--- src/rtl/ec_strobe_gen_pkg.sv ---
// Shared types, reset values and width helpers for the EC strobe generator
// and the tick_div prescaler it instantiates.
package ec_strobe_pkg;

  typedef enum logic [1:0] {
    IDLE   = 2'd0,
    HOLD   = 2'd1,
    REPEAT = 2'd2
  } state_t;

  localparam state_t STATE_RST = IDLE;
  localparam logic   BIT_RST   = 1'b0;

  // Number of bits needed to hold the value v (at least 1).
  function automatic int bits_for(input int unsigned v);
    int n;
    n = 1;
    for (int i = 1; i < 32; i++) begin
      if ((v >> i) != 0) n = i + 1;
    end
    return n;
  endfunction

  function automatic int max_w(input int a, input int b);
    return (a > b) ? a : b;
  endfunction

endpackage

--- src/rtl/ec_strobe_gen_if.sv ---
// Button/strobe bundle between the strobe generator and its user.
// No valid/ready here: EC is a one-cycle strobe, consumed in the cycle it is high.
interface ec_strobe_gen_if;
  import ec_strobe_pkg::*;

  logic   btn;
  logic   run;
  logic   EC;
  logic   btn_db;
  logic   rpt;
  state_t state;

  modport master (output btn, run, input EC, btn_db, rpt, state);
  modport slave  (input btn, run, output EC, btn_db, rpt, state);
endinterface

--- src/rtl/ec_strobe_gen_tick_div.sv ---
// Free-running prescaler: tick is high for one cycle every DIV clocks,
// first on the DIV-th cycle after reset.
module tick_div
  import ec_strobe_pkg::*;
#(
  parameter int DIV_W = 16,
  parameter int DIV   = 50000
) (
  input  logic clk,
  input  logic r,
  output logic tick
);

  localparam int               CNT_W = max_w(DIV_W, bits_for(DIV - 1));
  localparam logic [CNT_W-1:0] LAST  = CNT_W'(DIV - 1);

  logic [CNT_W-1:0] cnt_q, cnt_d;

  assign tick  = (cnt_q == LAST);
  assign cnt_d = tick ? '0 : cnt_q + 1'b1;

  always_ff @(posedge clk) begin
    if (r) cnt_q <= '0;
    else   cnt_q <= cnt_d;
  end

endmodule

--- src/rtl/ec_strobe_gen.sv ---
// Count-enable strobe generator: debounced push-button with hold-to-repeat,
// or a fixed tick-rate strobe when run is high.
module ec_strobe_gen
  import ec_strobe_pkg::*;
#(
  parameter int DIV_W        = 16,
  parameter int DIV          = 50000,
  parameter int DB_W         = 4,
  parameter int STABLE_TICKS = 4,
  parameter int RPT_W        = 8,
  parameter int REPEAT_DELAY = 32,
  parameter int REPEAT_RATE  = 8
) (
  input logic           clk,
  input logic           r,
  ec_strobe_gen_if.slave bus
);

  localparam int DBC_W = max_w(DB_W, bits_for(STABLE_TICKS));
  localparam int RPC_W = max_w(RPT_W, bits_for(REPEAT_DELAY));

  logic             tick;
  logic             sync1_q, sync2_q;
  logic             db_q, db_d, db_prev_q;
  logic [DBC_W-1:0] dbcnt_q, dbcnt_d;
  state_t           state_q, state_d;
  logic [RPC_W-1:0] rptcnt_q, rptcnt_d, rpt_inc;
  logic             ec_q, ec_d;
  logic             fire, press, rel;

  tick_div #(.DIV_W(DIV_W), .DIV(DIV)) u_tick_div (
    .clk  (clk),
    .r    (r),
    .tick (tick)
  );

  // Any cycle where the synced input matches the accepted level restarts qualification.
  always_comb begin
    db_d    = db_q;
    dbcnt_d = dbcnt_q;
    if (sync2_q == db_q) begin
      dbcnt_d = '0;
    end else if (tick) begin
      if (dbcnt_q == DBC_W'(STABLE_TICKS - 1)) begin
        db_d    = ~db_q;
        dbcnt_d = '0;
      end else begin
        dbcnt_d = dbcnt_q + 1'b1;
      end
    end
  end

  assign press   = db_q & ~db_prev_q;
  assign rel     = ~db_q & db_prev_q;
  assign rpt_inc = rptcnt_q + 1'b1;

  always_comb begin
    state_d  = state_q;
    rptcnt_d = rptcnt_q;
    fire     = 1'b0;
    if (bus.run) begin
      state_d  = IDLE;
      rptcnt_d = '0;
    end else begin
      unique case (state_q)
        IDLE: begin
          if (press) begin
            state_d  = HOLD;
            rptcnt_d = '0;
            fire     = 1'b1;
          end
        end
        HOLD: begin
          if (rel) begin
            state_d = IDLE;
          end else if (tick) begin
            if (rpt_inc == RPC_W'(REPEAT_DELAY)) begin
              state_d  = REPEAT;
              rptcnt_d = '0;
              fire     = 1'b1;
            end else begin
              rptcnt_d = rpt_inc;
            end
          end
        end
        REPEAT: begin
          if (rel) begin
            state_d = IDLE;
          end else if (tick) begin
            if (rpt_inc == RPC_W'(REPEAT_RATE)) begin
              rptcnt_d = '0;
              fire     = 1'b1;
            end else begin
              rptcnt_d = rpt_inc;
            end
          end
        end
        default: state_d = IDLE;
      endcase
    end
  end

  assign ec_d = bus.run ? tick : fire;

  always_ff @(posedge clk) begin
    if (r) begin
      sync1_q   <= BIT_RST;
      sync2_q   <= BIT_RST;
      db_q      <= BIT_RST;
      db_prev_q <= BIT_RST;
      dbcnt_q   <= '0;
      state_q   <= STATE_RST;
      rptcnt_q  <= '0;
      ec_q      <= BIT_RST;
    end else begin
      sync1_q   <= bus.btn;
      sync2_q   <= sync1_q;
      db_q      <= db_d;
      db_prev_q <= db_q;
      dbcnt_q   <= dbcnt_d;
      state_q   <= state_d;
      rptcnt_q  <= rptcnt_d;
      ec_q      <= ec_d;
    end
  end

  assign bus.EC     = ec_q;
  assign bus.btn_db = db_q;
  assign bus.rpt    = (state_q == REPEAT);
  assign bus.state  = state_q;

endmodule

--- src/flat_wrapper.sv ---
// flat-port wrapper written by rule: the top's interface ports become plain ports
module ec_strobe_gen_flat import ec_strobe_pkg::*;
#(
  parameter int DIV_W        = 16,
  parameter int DIV          = 50000,
  parameter int DB_W         = 4,
  parameter int STABLE_TICKS = 4,
  parameter int RPT_W        = 8,
  parameter int REPEAT_DELAY = 32,
  parameter int REPEAT_RATE  = 8
)
  (clk, r, bus_btn, bus_run, bus_EC, bus_btn_db, bus_rpt, bus_state);
  ec_strobe_gen_if bus_i ();
  input logic clk;
  input logic r;
  input wire logic [$bits(bus_i.btn)-1:0] bus_btn;
  input wire logic [$bits(bus_i.run)-1:0] bus_run;
  output wire logic [$bits(bus_i.EC)-1:0] bus_EC;
  output wire logic [$bits(bus_i.btn_db)-1:0] bus_btn_db;
  output wire logic [$bits(bus_i.rpt)-1:0] bus_rpt;
  output wire logic [$bits(bus_i.state)-1:0] bus_state;
  assign bus_i.btn = bus_btn;
  assign bus_i.run = bus_run;
  assign bus_EC = bus_i.EC;
  assign bus_btn_db = bus_i.btn_db;
  assign bus_rpt = bus_i.rpt;
  assign bus_state = bus_i.state;
  ec_strobe_gen #(.DIV_W(DIV_W), .DIV(DIV), .DB_W(DB_W), .STABLE_TICKS(STABLE_TICKS), .RPT_W(RPT_W), .REPEAT_DELAY(REPEAT_DELAY), .REPEAT_RATE(REPEAT_RATE)) u_core (.clk(clk), .r(r), .bus(bus_i));
endmodule
--- config.mk ---
export PLATFORM = sky130hd
export DESIGN_NAME = ec_strobe_gen_flat
export DESIGN_NICKNAME = d
export VERILOG_FILES = /design/src/rtl/ec_strobe_gen_pkg.sv /design/src/rtl/ec_strobe_gen_if.sv /design/src/rtl/ec_strobe_gen_tick_div.sv /design/src/rtl/ec_strobe_gen.sv /design/src/flat_wrapper.sv
export SDC_FILE = /design/constraint.sdc
export NUM_CORES = 1
export LEC_CHECK = 0
export CELL_PAD_IN_SITES_DETAIL_PLACEMENT = 2
export CELL_PAD_IN_SITES_GLOBAL_PLACEMENT = 2
export CORE_MARGIN = 5
export CORE_UTILIZATION = 33
export DETAILED_ROUTE_END_ITERATION = 12
export HOLD_SLACK_MARGIN = 0.06
export PLACE_DENSITY = 0.84
export SLEW_MARGIN = 5
export SYNTH_ARGS = -nofsm -noshare
export SYNTH_HDL_FRONTEND = slang
export SYNTH_HIERARCHICAL = 1
export SYNTH_SLANG_ARGS = --single-unit
--- constraint.sdc ---
create_clock -name clk -period 1.9 [get_ports clk]
set_input_delay 0.38 -clock clk [delete_from_list [all_inputs] [get_ports clk]]
set_output_delay 0.38 -clock clk [all_outputs]
set_load 0.005 [all_outputs]
Word-level counts from Yosys, hierarchy flattened
Cells that the tools add are included.
{"block": "totals", "elab_cells": 64, "out_inout_bits": 5, "reg_bits": 35}
{"block": "op_classes", "n_eq_ne": 15, "reduce_logical": 8, "n_addsub": 3, "n_bitwise": 5, "n_mux": 24}
{"op": "$mux 8", "n": 7}
{"op": "$pmux 8 s3", "n": 1}
{"op": "$add 16x1->16 const B", "n": 1}
{"op": "$eq 16x16->1 const B", "n": 1}
{"op": "$mux 2", "n": 5}
{"op": "$add 8x1->8 const B", "n": 1}
{"op": "$eq 8x4->1 const B", "n": 1}
{"op": "$eq 8x6->1 const B", "n": 1}
{"op": "$mux 1", "n": 8}
{"op": "$ne 2x1->1 const B", "n": 4}
{"op": "$ne 3x1->1 const B", "n": 2}
{"op": "$pmux 2 s3", "n": 1}
{"op": "$reduce_and 6->1", "n": 1}
{"op": "$reduce_or 2->1", "n": 3}
{"op": "$add 4x1->4 const B", "n": 1}
{"op": "$eq 4x2->1 const B", "n": 1}
{"op": "$mux 4", "n": 1}
{"op": "$ne 2x2->1 const B", "n": 2}
{"op": "$reduce_and 4->1", "n": 1}
{"op": "$not 1->1", "n": 3}
{"op": "$pmux 1 s3", "n": 1}
{"op": "$reduce_and 3->1", "n": 1}
{"op": "$reduce_bool 3->1", "n": 1}
{"op": "$and 1x1->1", "n": 2}
{"op": "4 further kinds", "n": 4}

Depth between registers and ports, before layout
Gate-level depths: netlist of run 1.
{"block": "logic_depth", "depth_word": 7, "mapped_depth": 8, "depth_no_buf": 8}

By module
Netlist of run 1, hierarchy kept.
{"mod": "ec_strobe_gen", "area_per_inst_um2": 1202.4, "seq_area_each_um2": 380.4, "n_inst": 1, "cells_per_inst": 143}
{"mod": "tick_div", "area_per_inst_um2": 710.7, "seq_area_each_um2": 320.3, "n_inst": 1, "cells_per_inst": 81}

Least setup slack after synthesis of run 1
OpenSTA, ideal clock, no wires.
{"block": "synth_path", "path_type": "register to register", "from": "register u_core.state_q[0], in the netlist u_core/bus.state[0]", "to": "register u_core.rptcnt_q[4]", "path_slack_ns": -0.174, "n_path_buf": 0, "t_required_ns": 1.830, "stages_incl_launch_ff": 8, "period_less_slack_ns": 2.074, "setup_ns": 0.070, "t_arrival_ns": 2.005, "path_cell_list": "dfxtp_1 inv_1 ha_1 or2_4 a21oi_2 o221ai_1 or4b_1 a21oi_1"}
{"block": "synth_between", "elab_chain_len": 3, "elab_cells_between_ends": 11}
{"item": "start: declaration", "line": "ec_strobe_gen.sv:26", "text": "state_t state_q, state_d;"}
{"item": "start signal: assignment", "line": "ec_strobe_gen.sv:121", "text": "state_q <= state_d;"}
{"item": "$eq 2x2->1 (*)"}
{"item": "net bus_rpt", "line": "flat_wrapper.sv:20", "text": "output wire logic [$bits(bus_i.rpt)-1:0] bus_rpt;"}
{"item": "$ne 2x1->1 (no line) (tied with other cells)"}
{"item": "$reduce_and 6->1 (no line)"}
{"item": "end signal: assignment", "line": "ec_strobe_gen.sv:122", "text": "rptcnt_q <= rptcnt_d;"}
{"item": "end: declaration", "line": "ec_strobe_gen.sv:27", "text": "logic [RPC_W-1:0] rptcnt_q, rptcnt_d, rpt_inc;"}
Mark *: on every way through the listed nets, which the timed path passes. The rest lies on a longest branch.
A chain may end at the register's enable or synchronous reset.

Worst setup path after layout of run 1
{"block": "layout_path", "from": "register u_core.rptcnt_q[5]", "to": "register u_core.state_q[0], in the netlist u_core/bus.state[0]"}
{"block": "layout_between", "elab_chain_len": 4}
{"item": "$add 8x1->8", "line": "ec_strobe_gen.sv:55", "text": "assign rpt_inc = rptcnt_q + 1'b1;"}
{"item": "$eq 8x6->1", "line": "ec_strobe_gen.sv:77", "text": "if (rpt_inc == RPC_W'(REPEAT_DELAY)) begin"}
{"item": "$ne 3x1->1 (no line)"}
{"item": "$reduce_and 4->1 (no line)"}
No other way between the ends.

==> flow_summary.toml, run 1 <==
[routing]
ant_nets = 0
wl_met2_mm = 5.09
dr_wl_met3_um = 340
via_per_inst = 5.77
met1Wirelength_mm = 3.86
vias = 2139
drc = 0
drtIter0Drc = 84
drtPass1Iterations = 4
top_layer = "met4"
avgRoutedWirePerCell_um = 26.3
drt_wl_total_mm = 9.77

[pwr]
p_clk_share_pct = 41.2
leakage_nw = 1.07
p_total_mw = 1.39
power.density_mw_per_mm2 = 476
ir_worst_vdd_mv = 0.372
combinationalPowerShare_pct = 5.3
seqPwrFrac_pct = 53.5
p_int_mw = 1.03
p_sw_uw = 362
switching_share_pct = 26.0

[place]
dpl_cell_area_mm2 = 0.00248
pre_cts_slack_ns = -0.333
io_buffer_count = 8
place_inst = 351
gp_congestion = 0.758
dp_hpwl_mm = 5.33

[synth]
synth_top_flop_cell = "dfxtp_1"
ys_seq_elements = 35
syn_nets = 235
synth-async-reset-ratio_pct = 0
syn_inst = 224
yosysWarnings = 6
synth_edf_count = 0
synth_area_mm2 = 0.00191
synth_cell_types = 51
ys_seq_area_share_pct = 36.6
avgSynthCellArea_um2 = 8.54

[floorplan]
die_w_um = 86.1
core_mm2 = 0.00557
rows = 27
die_area_mm2 = 0.00742
die_y_um = 86.1
start_util_pct = 34.3
ioPinCount = 9

[final_layout]
final_layout_size_suffix_gt1_share_pct = 42.5
nFillCells = 573
stdcell_area_mm2 = 0.00292
nets = 309
area_delta_synth_final_pct = 52.8
final_cells = 371
diodes = 0

[worst_setup_path]
crit_fanout = 5
worstSetupPathType = "reg -> reg"
r2r_setup_slack_ns = -0.37
max_stage_delay_ns = 0.46
cp.arrival_ns = 2.46
start_kind = "flip-flop"
cp.required_ns = 2.08
end_kind = "flip-flop"
crit_chain = "nand4_1, nor2_1, xnor2_1, nand3_2, or3_4, a221oi_2"
cpMaxStageDelayCell = "dfxtp_1"

[timing]
finalSetupViolCount = 14
slew_headroom_pct = 68.2
drv_slew = 0
timing.setup.tns_ns = -2.14
rsz0062_at_grt = "yes"
fmax_mhz = 440
fin_worst_skew_ns = 0.0112
hold_violations = 0
setup_slack_ns = -0.374
timing.final.crit_share_pct = 120
post-route-min-period_ns = 2.27
worst_pin_slew_ns = 0.473

[hold_path]
hold_class = "reg -> reg"

[outcome]
status = "finished with violations"
violations = "negative setup slack"

[clock_network]
clk_pin_slew_ns = 0.09
cts_max_path_buffers = 2
cts.sink_count = 35
numCtsBuffers = 5
cts_tree = "built"
cts_root_buf = "clkbuf_8"
insertion_delay_ns = 0.30
cts_hold_buf = 0
htree_levels = 2

[global_route]
overflow = 0
grt_max_degree = 16
grt_pass1_wl_mm = 13.7
antenna_found_initial = 0
grt_pass1_vias = 2303
grt.total_usage_pct = 24.4

[job]
maxCapViolations = 0
## power groups by stage
stage	clock network [mW]	logic (mW)	registers (mW)
2_1_floorplan	0	0.0260	0.766
3_3_place_gp	0	0.0614	0.764
3_5_place_dp	0	0.0643	0.765
4_1_cts	0.562	0.0678	0.743
5_1_grt	0.612	0.0795	0.745
6_report	0.574	0.0735	0.744
## cell usage in the layout, fill, tap and decap left out, types with 3 or more instances in the layout
cell type / Yosys / final
a21oi_1: 8 / 6
and3_1: 5 / 4
buf_4: 1 / 61
buf_6: 4 / 3
clkbuf_8: 0 / 5
clkdlybuf4s50_1: 0 / 7
dfxtp_1: 35 / 20
dfxtp_2: 0 / 12
dfxtp_4: 0 / 3
ha_1: 7 / 3
inv_1: 9 / 7
nand2_1: 18 / 16
nand3_1: 10 / 10
nand4_1: 6 / 6
nor2_1: 33 / 31
nor2b_1: 3 / 3
nor3_1: 10 / 9
nor4_1: 6 / 5
xnor2_1: 16 / 16
xor2_1: 4 / 4
## routing by layer
layer  track usage, %  vias to the layer above
li1                 -                      948
met1             26.4                     1082
met2             46.4                       73
met3             4.51                       36
met4             9.35                        0
met5                0                        -
## through the flow
step | hold slack [ns] | utilization (%)
after floorplan | 0.414 | -
after global placement | 0.417 | 44.4
after detailed placement | 0.467 | 44.4
after CTS | 0.493 | 50.3
after global routing | 0.493 | 52.4
final | 0.482 | 52.4
## synth_stat cells, types with 2 or more instances
master | number | area, µm²
xor2_1 | 4 | 35.0
o21ai_1 | 2 | 10.0
nor3_1 | 10 | 50.1
mux2i_1 | 3 | 30.0
nor3b_1 | 2 | 15.0
nor2b_1 | 3 | 18.8
nand2b_1 | 2 | 12.5
nand4_1 | 6 | 37.5
xnor2_1 | 16 | 140
buf_6 | 4 | 45.0
a31oi_1 | 3 | 18.8
nor2_1 | 33 | 124
ha_1 | 7 | 87.6
inv_1 | 9 | 33.8
a21oi_1 | 8 | 40.0
o22ai_1 | 2 | 12.5
buf_2 | 2 | 10.0
nor4bb_1 | 2 | 20.0
nand2_1 | 18 | 67.6
o21ai_0 | 4 | 20.0
nor4_1 | 6 | 37.5
and3_1 | 5 | 31.3
nand3_2 | 2 | 20.0
dfxtp_1 | 35 | 701
nand3_1 | 10 | 50.1
## layout make-up
class / count / area [µm²] / area share [%]
multi-input cells: 173 / 1380 / 47.1
flip-flops and latches: 35 / 727 / 24.9
repair buffers: 74 / 611 / 20.9
well taps: 72 / 90.1 / 3.08
clock buffers: 6 / 72.6 / 2.48
inverters: 9 / 33.8 / 1.16
clock inverters: 2 / 12.5 / 0.428
## critical path, delay by kind of cell, from the launching register on
kind | cells | cell delay (ns)
AND/OR/NAND/NOR | 4 | 1.14
XOR/XNOR | 1 | 0.23
flip-flops | 1 | 0.46
AO/OA/AOI/OAI | 1 | 0.32
## sequential cells by signal, indices dropped and copies added, names as in the netlist
| register | cells |
|---|---|
| u_core/sync1_q | 1 |
| u_core/sync2_q | 1 |
| u_core/dbcnt_q | 4 |
| u_core/bus.btn_db | 1 |
| u_core/db_prev_q | 1 |
| u_core/rptcnt_q | 8 |
| u_core/bus.EC | 1 |
| u_core/u_tick_div/cnt_q | 16 |
| u_core/bus.state | 2 |
## cell families after synthesis
family,after synthesis,synth area share (%)
mux,4,2.29
compound gates,31,11.4
buf+inv,16,5.04
xor+xnor,20,9.16
simple gates,111,30.9
flops,35,36.6
fa+ha+maj,7,4.58
## final timing paths
check,from,endpoint,cells past startpoint
max,u_core/rptcnt_q[5]$_SDFFE_PP0P_,u_core/bus.state[0]$_SDFFE_PP0P_,6
min reg2reg,u_core/sync1_q$_SDFF_PP0_,u_core/sync2_q$_SDFF_PP0_,1
min,u_core/sync1_q$_SDFF_PP0_,u_core/sync2_q$_SDFF_PP0_,1
max reg2reg,u_core/rptcnt_q[5]$_SDFFE_PP0P_,u_core/bus.state[0]$_SDFFE_PP0P_,6
## what timing repair did
| action | in CTS | in global routing |
|---|---|---|
| endpoints found under the setup margin | 14 | 14 |
| cloned | 0 | 0 |
| gates resized for setup | 44 | 16 |
| pin swaps | 17 | 9 |
| setup buffers | 9 | 5 |
(Power assumes the default switching activity.)
==> inputs of run 2 (changes only) <==
--- a/config.mk
+++ b/config.mk
@@ -7,7 +7,7 @@
 export LEC_CHECK = 0
 export CELL_PAD_IN_SITES_DETAIL_PLACEMENT = 2
 export CELL_PAD_IN_SITES_GLOBAL_PLACEMENT = 2
-export CORE_MARGIN = 5
+export CORE_MARGIN = 1.5
 export CORE_UTILIZATION = 33
 export DETAILED_ROUTE_END_ITERATION = 12
 export HOLD_SLACK_MARGIN = 0.06
==> flow_summary.toml, run 2 (synthesis gave the netlist of run 1 again) <==
[outcome]
status = "finished with violations"
violations = "negative setup slack"

[routing]
met1Wirelength_mm = 4.02
avgRoutedWirePerCell_um = 30.5
drtPass1Iterations = 4
ant_nets = 0
vias = 2251
drtIter0Drc = 140
top_layer = "met4"
via_per_inst = 6.07
drt_wl_total_mm = 11.3
drc = 0
wl_met2_mm = 6.13
dr_wl_met3_um = 526

[timing]
fin_worst_skew_ns = 0.00868
rsz0062_at_grt = "yes"
final.hold.worst_slack_ns = 0.469
timing.final.crit_share_pct = 112
finalSetupViolCount = 15
drv_slew = 0
timing.setup.tns_ns = -1.51
hold_violations = 0
post-route-min-period_ns = 2.13
slew_headroom_pct = 71.8
worst_pin_slew_ns = 0.419
setup_slack_ns = -0.226
fmax_mhz = 470

[final_layout]
largest_reg_flops = 16
final_layout_size_suffix_gt1_share_pct = 45.5
nets = 309
nFillCells = 581
final_cells = 371
diodes = 0
regMostFlops = "u_core/u_tick_div/cnt_q"
final_cell_mix = "buf_4, nor2_1, dfxtp_1"
ff_latch_area_um2 = 741
area_delta_synth_final_pct = 57.4
multiInputGateArea_mm2 = 0.00142
fin_util_pct = 54.3
reg.largest.list = "u_core/u_tick_div/cnt_q: 16 flops, u_core/rptcnt_q: 8 flops, u_core/dbcnt_q: 4 flops"
final_common_cell = "buf_4"

[clock_network]
cts_tree = "built"
insertion_delay_ns = 0.29
cts_max_path_buffers = 2
clk_pin_slew_ns = 0.08
cts_root_buf = "clkbuf_8"
numCtsBuffers = 5
cts.sink_count = 35
htree_levels = 2

[job]
maxCapViolations = 0

[place]
place_inst = 348
dp_hpwl_mm = 5.47
gp_congestion = 0.844
io_buffer_count = 8

[global_route]
grt_max_degree = 16
grt.total_usage_pct = 30.9
grt_pass1_wl_mm = 14.0
overflow = 0
antenna_found_initial = 0
grt_pass1_vias = 2476

[worst_setup_path]
cp_common_cell = "a21oi_1"
crit_buf_inv = 1
crit_chain = "buf_4, a21oi_1, a21oi_1, mux2i_2, nand3_4, or3_4, a221oi_2"
end_kind = "flip-flop"
cp.required_ns = 2.10
crit_fanout = 5
cp.arrival_ns = 2.33
max_stage_delay_ns = 0.44
start_kind = "flip-flop"
crit_family = "compound AO/OA/AOI/OAI gates"
worstSetupPathType = "reg -> reg"
cpMaxStageDelayCell = "or3_4"

[floorplan]
die_w_um = 79.1
start_util_pct = 34.5
rows = 27
die_area_mm2 = 0.00626
die_y_um = 79.1
ioPinCount = 9
core_mm2 = 0.00554

[hold_path]
hold_class = "reg -> reg"

[pwr]
leakage_nw = 1.12
p_int_mw = 1.16
switching_share_pct = 23.8
p_sw_uw = 360
power.density_mw_per_mm2 = 504
p_clk_share_pct = 46.3
ir_worst_vdd_mv = 0.583
p_total_mw = 1.52
combinationalPowerShare_pct = 5.0
seqPwrFrac_pct = 48.6
## run 2: cell count changes in the layout (fill, tap and decap cells not counted), sizes merged
cell	before	now
clkinvlp	1	0
dlymetal6s2s	0	1
clkinv	1	2
bufinv	0	1
clkbuf	6	5
dlygate4sd2	1	0
## run 2: final cells by class
cell class | instances | area share [%]
Multi-Input combinational cell | 173 | 47.0
Sequential cell | 35 | 24.6
Timing Repair Buffer | 74 | 20.4
Tap cell | 72 | 2.99
Clock buffer | 5 | 2.29
Clock inverter | 3 | 1.45
Inverter | 9 | 1.29
## run 2: repair_timing
item | CTS | global route
hold buffers | 0 | 0
setup endpoints to repair | 19 | 29
resized for setup | 43 | 36
setup buffers | 9 | 7
pin swaps | 13 | 22
## run 2: path summary, 6_finish.rpt
| check | start | to | slack (ns) | cells after the start |
|---|---|---|---|---|
| setup / recovery | u_core/rptcnt_q[1]$_SDFFE_PP0P_ | u_core/bus.state[0]$_SDFFE_PP0P_ | -0.23 | 7 |
| hold / removal | u_core/sync1_q$_SDFF_PP0_ | u_core/sync2_q$_SDFF_PP0_ | 0.47 | 1 |
| setup reg to reg | u_core/rptcnt_q[1]$_SDFFE_PP0P_ | u_core/bus.state[0]$_SDFFE_PP0P_ | -0.23 | 7 |
| hold reg to reg | u_core/sync1_q$_SDFF_PP0_ | u_core/sync2_q$_SDFF_PP0_ | 0.47 | 1 |
## run 2: power groups by stage
| stage | Clock, mW | Combinational [mW] | Sequential, mW |
|---|---|---|---|
| floorplan | 0 | 0.0260 | 0.766 |
| global placement | 0 | 0.0608 | 0.764 |
| detailed placement | 0 | 0.0647 | 0.765 |
| CTS | 0.703 | 0.0696 | 0.743 |
| global route | 0.738 | 0.0792 | 0.738 |
| finish | 0.703 | 0.0765 | 0.738 |
## run 2: metal layers
metal	vias to the layer above	global-route usage (%)
li1	944	-
met1	1156	29.4
met2	101	60.4
met3	50	5.63
met4	0	18.6
met5	-	0
## run 2: metrics by stage
stage,setup slack (ns),cell area [µm²]
floorplan,0.0106,1950
global placement,-0.00773,2450
detailed placement,-0.158,2450
CTS,-0.0362,2810
global route,-0.254,3010
finish,-0.226,3010
## run 2: worst reg2reg max path: cells and delay by family, from the launching register on
family | cells | cell delay, ns
compound gates | 3 | 0.67
buf+inv | 1 | 0.16
flops | 1 | 0.37
mux | 1 | 0.26
simple gates | 2 | 0.58
==> inputs of run 3 (changes only) <==
--- a/config.mk
+++ b/config.mk
@@ -8,10 +8,11 @@
 export CELL_PAD_IN_SITES_DETAIL_PLACEMENT = 2
 export CELL_PAD_IN_SITES_GLOBAL_PLACEMENT = 2
 export CORE_MARGIN = 1.5
-export CORE_UTILIZATION = 33
+export CORE_UTILIZATION = 35
 export DETAILED_ROUTE_END_ITERATION = 12
+export DONT_BUFFER_PORTS = 1
 export HOLD_SLACK_MARGIN = 0.06
-export PLACE_DENSITY = 0.84
+export PLACE_DENSITY = 0.85
 export SLEW_MARGIN = 5
 export SYNTH_ARGS = -nofsm -noshare
 export SYNTH_HDL_FRONTEND = slang
==> flow_summary.toml, run 3 (synthesis gave the netlist of run 1 again) <==
[pwr]
ir_worst_vdd_mv = 0.461
power.density_mw_per_mm2 = 474
leakage_nw = 1.04

[global_route]
grt_pass1_vias = 2400
grt_pass1_wl_mm = 13.9
grt.total_usage_pct = 32.0
grt_max_degree = 16
antenna_found_initial = 0
overflow = 0

[final_layout]
reg.largest.list = "u_core/u_tick_div/cnt_q: 16 flops, u_core/rptcnt_q: 8 flops, u_core/dbcnt_q: 4 flops"
final_common_cell = "buf_4"
nets = 296
final_cells = 356
final_cell_mix = "buf_4, nor2_1, dfxtp_1"
diodes = 0
regMostFlops = "u_core/u_tick_div/cnt_q"
area_delta_synth_final_pct = 51.5
final_layout_size_suffix_gt1_share_pct = 46.5
stdcell_area_mm2 = 0.00290
largest_reg_flops = 16

[place]
io_buffer_count = 0
place_inst = 333
dp_hpwl_mm = 5.31
dpl_cell_area_mm2 = 0.00233
gp_congestion = 0.795

[hold_path]
hold_class = "in -> reg"

[worst_setup_path]
r2r_setup_slack_ns = -0.26
startpoint = "u_core/rptcnt_q[0]$_SDFFE_PP0P_"
start_kind = "flip-flop"
worstSetupPathType = "reg -> reg"
crit_fanout = 5
rr_worst_depth = 8
r2r-end = "u_core/rptcnt_q[6]$_SDFFE_PP0P_"
cp.required_ns = 2.07
r2r_start = "u_core/rptcnt_q[0]$_SDFFE_PP0P_"
endpoint = "u_core/rptcnt_q[6]$_SDFFE_PP0P_"
cp.arrival_ns = 2.33
end_kind = "flip-flop"

[timing]
drv_slew = 0
setup_slack_ns = -0.255
slew_headroom_pct = 68.5
hold_violations = 0
fmax_mhz = 464
finalSetupViolCount = 13
timing.setup.tns_ns = -1.76
final.hold.worst_slack_ns = 0.138
post-route-min-period_ns = 2.16
timing.final.crit_share_pct = 113
rsz0062_at_grt = "yes"
fin_worst_skew_ns = 0.00801
worst_pin_slew_ns = 0.466

[floorplan]
die_area_mm2 = 0.00592
die_w_um = 76.9
start_util_pct = 37.0
rows = 26
core_mm2 = 0.00517
ioPinCount = 9
die_y_um = 76.9

[clock_network]
cts_tree = "built"
cts.sink_count = 35
numCtsBuffers = 5
insertion_delay_ns = 0.30
cts_max_path_buffers = 2
cts_hold_buf = 0
htree_levels = 2
clk_pin_slew_ns = 0.08
cts_root_buf = "clkbuf_8"

[routing]
top_layer = "met4"
met1Wirelength_mm = 3.60
drc = 0
ant_nets = 0
drt_wl_total_mm = 10.4
wl_met2_mm = 5.44
drtIter0Drc = 119
dr_wl_met3_um = 436
via_per_inst = 6.03
vias = 2145
drtPass1Iterations = 4
avgRoutedWirePerCell_um = 29.2

[outcome]
status = "finished with violations"
violations = "negative setup slack"

[job]
maxCapViolations = 0
==> run 3: per-stage QoR <==
step	total power [mW]	worst slack [ns]	utilization [%]
after floorplan	0.792	0.0106	-
after global placement	0.812	0.0239	45.1
after detailed placement	0.818	-0.256	45.1
after CTS	1.36	-0.0477	51.3
after global routing	1.42	-0.290	56.0
final	1.37	-0.255	56.0
==> run 3: layout make-up <==
cell class	instances	area [µm²]
fillers	509	2270
multi-input cells	174	1480
flip-flops and latches	35	727
repair buffers	60	484
well taps	70	87.6
clock buffers	6	72.6
inverters	9	38.8
clock inverters	2	12.5
==> run 3: report_power, final <==
| group | switching, mW | leakage [nW] | internal, mW |
|---|---|---|---|
| clock network | 0.313 | 0.0412 | 0.257 |
| logic | 0.0346 | 0.710 | 0.0271 |
| registers | 0.00742 | 0.290 | 0.735 |
==> run 3: worst min-delay path by stage <==
| stage | to | cells past startpoint | slack [ns] | startpoint |
|---|---|---|---|---|
| 3_5_place_dp | u_core/sync1_q$_SDFF_PP0_ | 1 | 0.46 | r |
| 5_1_grt | u_core/u_tick_div/cnt_q[2]$_SDFF_PP0_ | 1 | 0.13 | r |
| 6_report | u_core/u_tick_div/cnt_q[2]$_SDFF_PP0_ | 1 | 0.14 | r |
| 3_3_place_gp | u_core/sync2_q$_SDFF_PP0_ | 1 | 0.42 | u_core/sync1_q$_SDFF_PP0_ |
| 4_1_cts | u_core/u_tick_div/cnt_q[2]$_SDFF_PP0_ | 1 | 0.14 | r |
| 2_1_floorplan | u_core/sync2_q$_SDFF_PP0_ | 1 | 0.41 | u_core/sync1_q$_SDFF_PP0_ |
==> run 3: metal layers <==
layer	global-route usage [%]	vias up
met1	29.4	1049
met5	0	-
met2	62.6	97
li1	-	930
met3	7.14	69
met4	19.8	0
==> run 3: repair_timing <==
action / in CTS / in global routing
cloned: 0 / 1
gates resized for setup: 44 / 45
hold endpoints to repair: 0 / 0
setup buffers: 7 / 10
endpoints found under the setup margin: 30 / 25
pin swaps: 14 / 18
==> run 3: worst max-delay path, stage by stage, from the launching register on <==
cell	delay (ns)
dfxtp_4	0.40
ha_4	0.17
nand4_1	0.24
o22ai_4	0.36
buf_4	0.19
buf_6	0.09
a31oi_1	0.14
o311ai_4	0.31
o21ai_1	0.13
